==> src/rtl/lc3_memory_interface_pkg.sv <==
// Shared types and constants for the LC-3 MAR/MDR memory-interface stage.
package lc3_memory_interface_pkg;

  typedef enum logic [1:0] {
    ST_IDLE  = 2'd0,
    ST_READ  = 2'd1,
    ST_WRITE = 2'd2,
    ST_DONE  = 2'd3
  } state_t;

  localparam int          DATA_W_DEF   = 16;
  localparam logic [15:0] ERR_DATA_DEF = 16'hDEAD;

endpackage

==> src/rtl/lc3_memory_interface_timeout.sv <==
// Wait-cycle counter for a pending memory access; cleared whenever en is low.
// expired marks the TIMEOUT-th consecutive enabled cycle; TIMEOUT=0 never expires.
module lc3_memory_interface_timeout #(
  parameter int TIMEOUT = 64
) (
  input  logic clk,
  input  logic rst_n,
  input  logic en,
  output logic expired
);

  localparam int            CW   = (TIMEOUT > 1) ? $clog2(TIMEOUT) : 1;
  localparam logic [CW-1:0] LAST = (TIMEOUT > 0) ? CW'(TIMEOUT - 1) : '0;

  logic [CW-1:0] count;

  // Saturates at LAST so a long wait can never wrap past the compare point.
  always_ff @(posedge clk or negedge rst_n) begin
    if (!rst_n) begin
      count <= '0;
    end else if (!en) begin
      count <= '0;
    end else if (count != LAST) begin
      count <= count + CW'(1);
    end
  end

  assign expired = en && (TIMEOUT != 0) && (count == LAST);

endmodule

==> src/rtl/lc3_memory_interface.sv <==
// LC-3 MAR/MDR stage: one ready/valid memory transaction per MIO_EN request, R pulses on completion.
// Request edge to R is at least 2 cycles; mem_req/addr/we/wdata are held stable until mem_ready or timeout.
module lc3_memory_interface
  import lc3_memory_interface_pkg::*;
#(
  parameter int                DATA_W   = DATA_W_DEF,
  parameter int                TIMEOUT  = 64,
  parameter logic [DATA_W-1:0] ERR_DATA = DATA_W'(ERR_DATA_DEF)
) (
  input  logic              clk,
  input  logic              rst_n,
  input  logic [DATA_W-1:0] Bus,
  input  logic              LD_MAR,
  input  logic              LD_MDR,
  input  logic              MIO_EN,
  input  logic              R_W,
  output logic [DATA_W-1:0] MAROut,
  output logic [DATA_W-1:0] MDROut,
  output logic              R,
  output logic              mem_err,
  output logic              mem_req,
  output logic              mem_we,
  output logic [DATA_W-1:0] mem_addr,
  output logic [DATA_W-1:0] mem_wdata,
  input  logic [DATA_W-1:0] mem_rdata,
  input  logic              mem_ready
);

  state_t            state, state_nxt;
  logic [DATA_W-1:0] mar, mdr, rdata_q;
  logic              we_q, err_q, busy, expired;

  assign busy = (state == ST_READ) || (state == ST_WRITE);

  lc3_memory_interface_timeout #(.TIMEOUT(TIMEOUT)) u_timeout (
    .clk     (clk),
    .rst_n   (rst_n),
    .en      (busy),
    .expired (expired)
  );

  always_ff @(posedge clk or negedge rst_n) begin
    if (!rst_n) begin
      state <= ST_IDLE;
    end else begin
      state <= state_nxt;
    end
  end

  always_comb begin
    state_nxt = state;
    unique case (state)
      ST_IDLE:           if (MIO_EN) state_nxt = R_W ? ST_WRITE : ST_READ;
      ST_READ, ST_WRITE: if (mem_ready || expired) state_nxt = ST_DONE;
      ST_DONE:           state_nxt = ST_IDLE;
      default:           state_nxt = ST_IDLE;
    endcase
  end

  always_ff @(posedge clk or negedge rst_n) begin
    if (!rst_n) begin
      mar     <= '0;
      mdr     <= '0;
      rdata_q <= '0;
      we_q    <= 1'b0;
      err_q   <= 1'b0;
    end else begin
      if (state == ST_IDLE && MIO_EN) begin
        we_q <= R_W;
      end
      // MAR drives mem_addr, so it is frozen while an access is pending.
      if (LD_MAR && (state == ST_IDLE || state == ST_DONE)) begin
        mar <= Bus;
      end
      if (LD_MDR && !MIO_EN && state != ST_WRITE) begin
        mdr <= Bus;
      end else if (LD_MDR && MIO_EN && state == ST_DONE && !we_q) begin
        mdr <= rdata_q;
      end
      // mem_ready wins over a timeout landing on the same edge.
      if (busy) begin
        err_q <= expired && !mem_ready;
      end
      if (state == ST_READ) begin
        if (mem_ready) begin
          rdata_q <= mem_rdata;
        end else if (expired) begin
          rdata_q <= ERR_DATA;
        end
      end
    end
  end

  assign MAROut    = mar;
  assign MDROut    = mdr;
  assign R         = (state == ST_DONE);
  assign mem_err   = (state == ST_DONE) && err_q;
  assign mem_req   = busy;
  assign mem_we    = busy && we_q;
  assign mem_addr  = mar;
  assign mem_wdata = mdr;

endmodule
==> config.mk <==
export PLATFORM = sky130hd
export DESIGN_NAME = lc3_memory_interface
export DESIGN_NICKNAME = d
export VERILOG_FILES = /design/src/rtl/lc3_memory_interface_pkg.sv /design/src/rtl/lc3_memory_interface_timeout.sv /design/src/rtl/lc3_memory_interface.sv
export SDC_FILE = /design/constraint.sdc
export NUM_CORES = 1
export LEC_CHECK = 0
export CORE_MARGIN = 2
export CORE_UTILIZATION = 44
export DETAILED_ROUTE_END_ITERATION = 12
export GPL_TIMING_DRIVEN = 0
export PLACE_DENSITY = 0.81
export SYNTH_ARGS = -nofsm -noshare
export SYNTH_HDL_FRONTEND = slang
export SYNTH_SLANG_ARGS = --single-unit
==> constraint.sdc <==
create_clock -name clk -period 2.2 [get_ports clk]
set_clock_uncertainty 0.1 [all_clocks]
set_input_delay 0.33 -clock clk [delete_from_list [all_inputs] [get_ports clk]]
set_output_delay 0.33 -clock clk [all_outputs]
set_load 0.02 [all_outputs]
==> impl_metrics.ini <==
[run_status]
status = completed

[place]
dp.cells = 418
place_ws_ns = -0.224
io_buffers = 106
dpl.hpwl_um = 5010
place.gp.congestion = 0.822

[route]
drt_pass1_iterations = 4
drc = 0
route.met2.wl_um = 3440
routed-wl-met3_um = 392
wl_met1_um = 2790
wl_per_cell_um = 15.4
vias_per_cell = 4.99
top_layer = met4
route.final.wire_length_um = 6710
vias = 2170
drt_iter0_markers = 63
detail-route-antenna-nets = 0

[timing]
worst_slew_pin_slew_ns = 0.669
finalSetupTns_ns = 0
fin_ws_ns = 0.0906
period_share = 0.959
finalHoldViolCount = 0
rsz0062_at_grt = no
post-route-min-period_ns = 2.11
max_freq_ghz = 0.474
relSlewSlack = 0.554
finalSetupViolCount = 0
maxSlewViolCount = 0
hold_slack_ns = 0.389

[pwr]
net-switching-power_mw = 2.55
ir_drop_uv = 849
power_switching_share = 0.381
p_clk_frac = 0.135
power_frac_comb = 0.576
powerDensity_nw_per_um2 = 1630
cellLeakagePower_nw = 1.90
seq_power_share = 0.289
power.internal_mw = 4.16

[finish]
drive_gt1_frac = 0.217
diodes = 0
final_cells = 435
areaGrowthSynthToFinish_pct = 50.5
post-route-util = 0.691
fill_cells = 489
final_nets = 400

[synth]
ys.flop_type = dfrtp_1
yosysWarnings = 0
synth_cell_type_count = 33
netlist_area_um2 = 2740
ys_ff_latch = 58
synth_edf_count = 0
syn_area_per_cell_um2 = 11.6
syn_inst = 236
yosysSeqAreaShare = 0.530
async_flop_share = 1.00
synthesis.nets = 281

[critical_path]
worstPathRequired_ns = 1.77
arrival_ns = 1.68
critPathCaptureType = primary output
worstSetupPathType = reg2out
cp-start-kind = flip-flop
cp_max_fo = 10

[floorplan]
rows = 28
chipWidth_um = 82.9
core_area_um2 = 5960
dieHeight_um = 82.9
start_util = 0.459
die_area_um2 = 6870
boundaryPins = 107

[clocking]
cts_tree = yes
cts.clk_slew.worst_paths_ns = 0.07
cts_max_level = 3
post_cts_buffers = 0
cts-root-buf = clkbuf_8
clockBufferDepth = 2
clock_sinks = 58
numCtsBuffers = 9
clkLatencyLatePin_ns = 0.34

[grt]
grt_max_degree = 32
grt_util_all_layers = 0.200
grt_pass1_vias = 2193
grt_pass1_wl_um = 10800
antenna_found_initial = 0
overflow = 0

[flow_run]
cap_violations = 0

[hold_path]
hold_class = reg2reg
## routing by layer
layer | GRT usage | vias to the layer above
li1 | - | 1032
met1 | 0.247 | 1053
met2 | 0.339 | 77
met3 | 0.0447 | 8
met4 | 0.0805 | 0
met5 | 0 | -
## logic make-up after synthesis
group                      synth area share
and+or+nand+nor                      0.0640
muxes                                 0.118
xor gates and xnor gates            0.00320
buffers and inverters                 0.125
adders and majority gates            0.0274
DFF                                   0.530
AOI/OAI and AO/OA                     0.132
## flip-flops by register name, indices dropped and copies added, names as in the netlist
| register | count |
|---|---|
| MDROut | 16 |
| err_q | 1 |
| u_timeout.count | 6 |
| MAROut | 16 |
| we_q | 1 |
| state | 2 |
| rdata_q | 16 |
## through the flow
step                      total power, mW  instance area [um^2]
after floorplan                      4.14                  2740
after global placement               5.69                  3890
after detailed placement             5.81                  3910
after CTS                            6.76                  4120
after global routing                 7.11                  4120
final                                6.71                  4120
## power groups by stage
stage | sequential [mW] | combinational (mW) | clock (mW)
final | 1.94 | 3.87 | 0.906
after global routing | 2.01 | 4.13 | 0.964
after CTS | 1.94 | 3.90 | 0.920
after detailed placement | 1.96 | 3.85 | 0
after global placement | 1.92 | 3.77 | 0
after floorplan | 2.24 | 1.90 | 0
## path summary, 6_finish.rpt
kind	depth (start not counted)	slack [ns]	from	to
worst max-delay path	5	0.09	state[0]	mem_we
worst min-delay path	1	0.39	rdata_q[2]	rdata_q[2]
worst max register to register	6	0.17	state[0]	MAROut[13]
worst min register to register	1	0.39	rdata_q[2]	rdata_q[2]
max in group asynchronous	3	0.95	rst_n	rdata_q[9]
min in group asynchronous	2	0.45	rst_n	err_q
## critical path: stages, from the launching register on
cell and delay [ns]:
dfrtp_1 0.39, inv_2 0.09, ha_4 0.31, buf_4 0.17, and2_1 0.13, clkdlybuf4s15_2 0.26
## final cells by class
type / count / area [um^2] / share of cell area
multi-input cells: 125 / 955 / 0.232
flip-flops and latches: 58 / 1450 / 0.352
clock buffers: 14 / 173 / 0.0419
clock inverters: 2 / 10.0 / 0.00243
repair buffers: 108 / 1090 / 0.264
inverters: 12 / 45.0 / 0.0109
plain buffers: 41 / 302 / 0.0732
well taps: 75 / 93.8 / 0.0228
## cell usage in the layout, fill, tap and decap left out, types with 9 or more instances in the layout
cell type	netlist	routed
clkdlybuf4s50_1	0	102
a21oi_1	9	9
mux2i_1	13	13
o22a_1	11	11
buf_4	33	34
inv_1	12	10
o21ai_0	14	14
mux2_2	17	17
clkbuf_8	0	12
dfrtp_1	58	58
nand2_1	17	17
## synth_stat cells (2+ instances only)
master     n  area share
buf_2      4      0.0073
a21oi_1    9       0.016
and2_1     3      0.0069
mux2_2    17       0.070
buf_4     33       0.091
inv_1     12       0.016
ha_1       6       0.027
nand3_1    4      0.0073
dfrtp_1   58        0.53
mux2i_1   13       0.048
clkbuf_1   2      0.0027
a21o_1     2      0.0055
o21ai_0   14       0.026
o22ai_1    6       0.014
buf_6      2      0.0082
nand2b_1   3      0.0069
o21ai_1    2      0.0037
a22o_1     5       0.016
o22a_1    11       0.035
nand2_1   17       0.023
## what timing repair did
action                                  in CTS  in global routing
gates resized for setup                      8                  4
hold buffers                                 1                  0
endpoints found under the setup margin       2                  2
hold endpoints to repair                    27                  0
No activity file was read; power rests on OpenSTA's default activity.
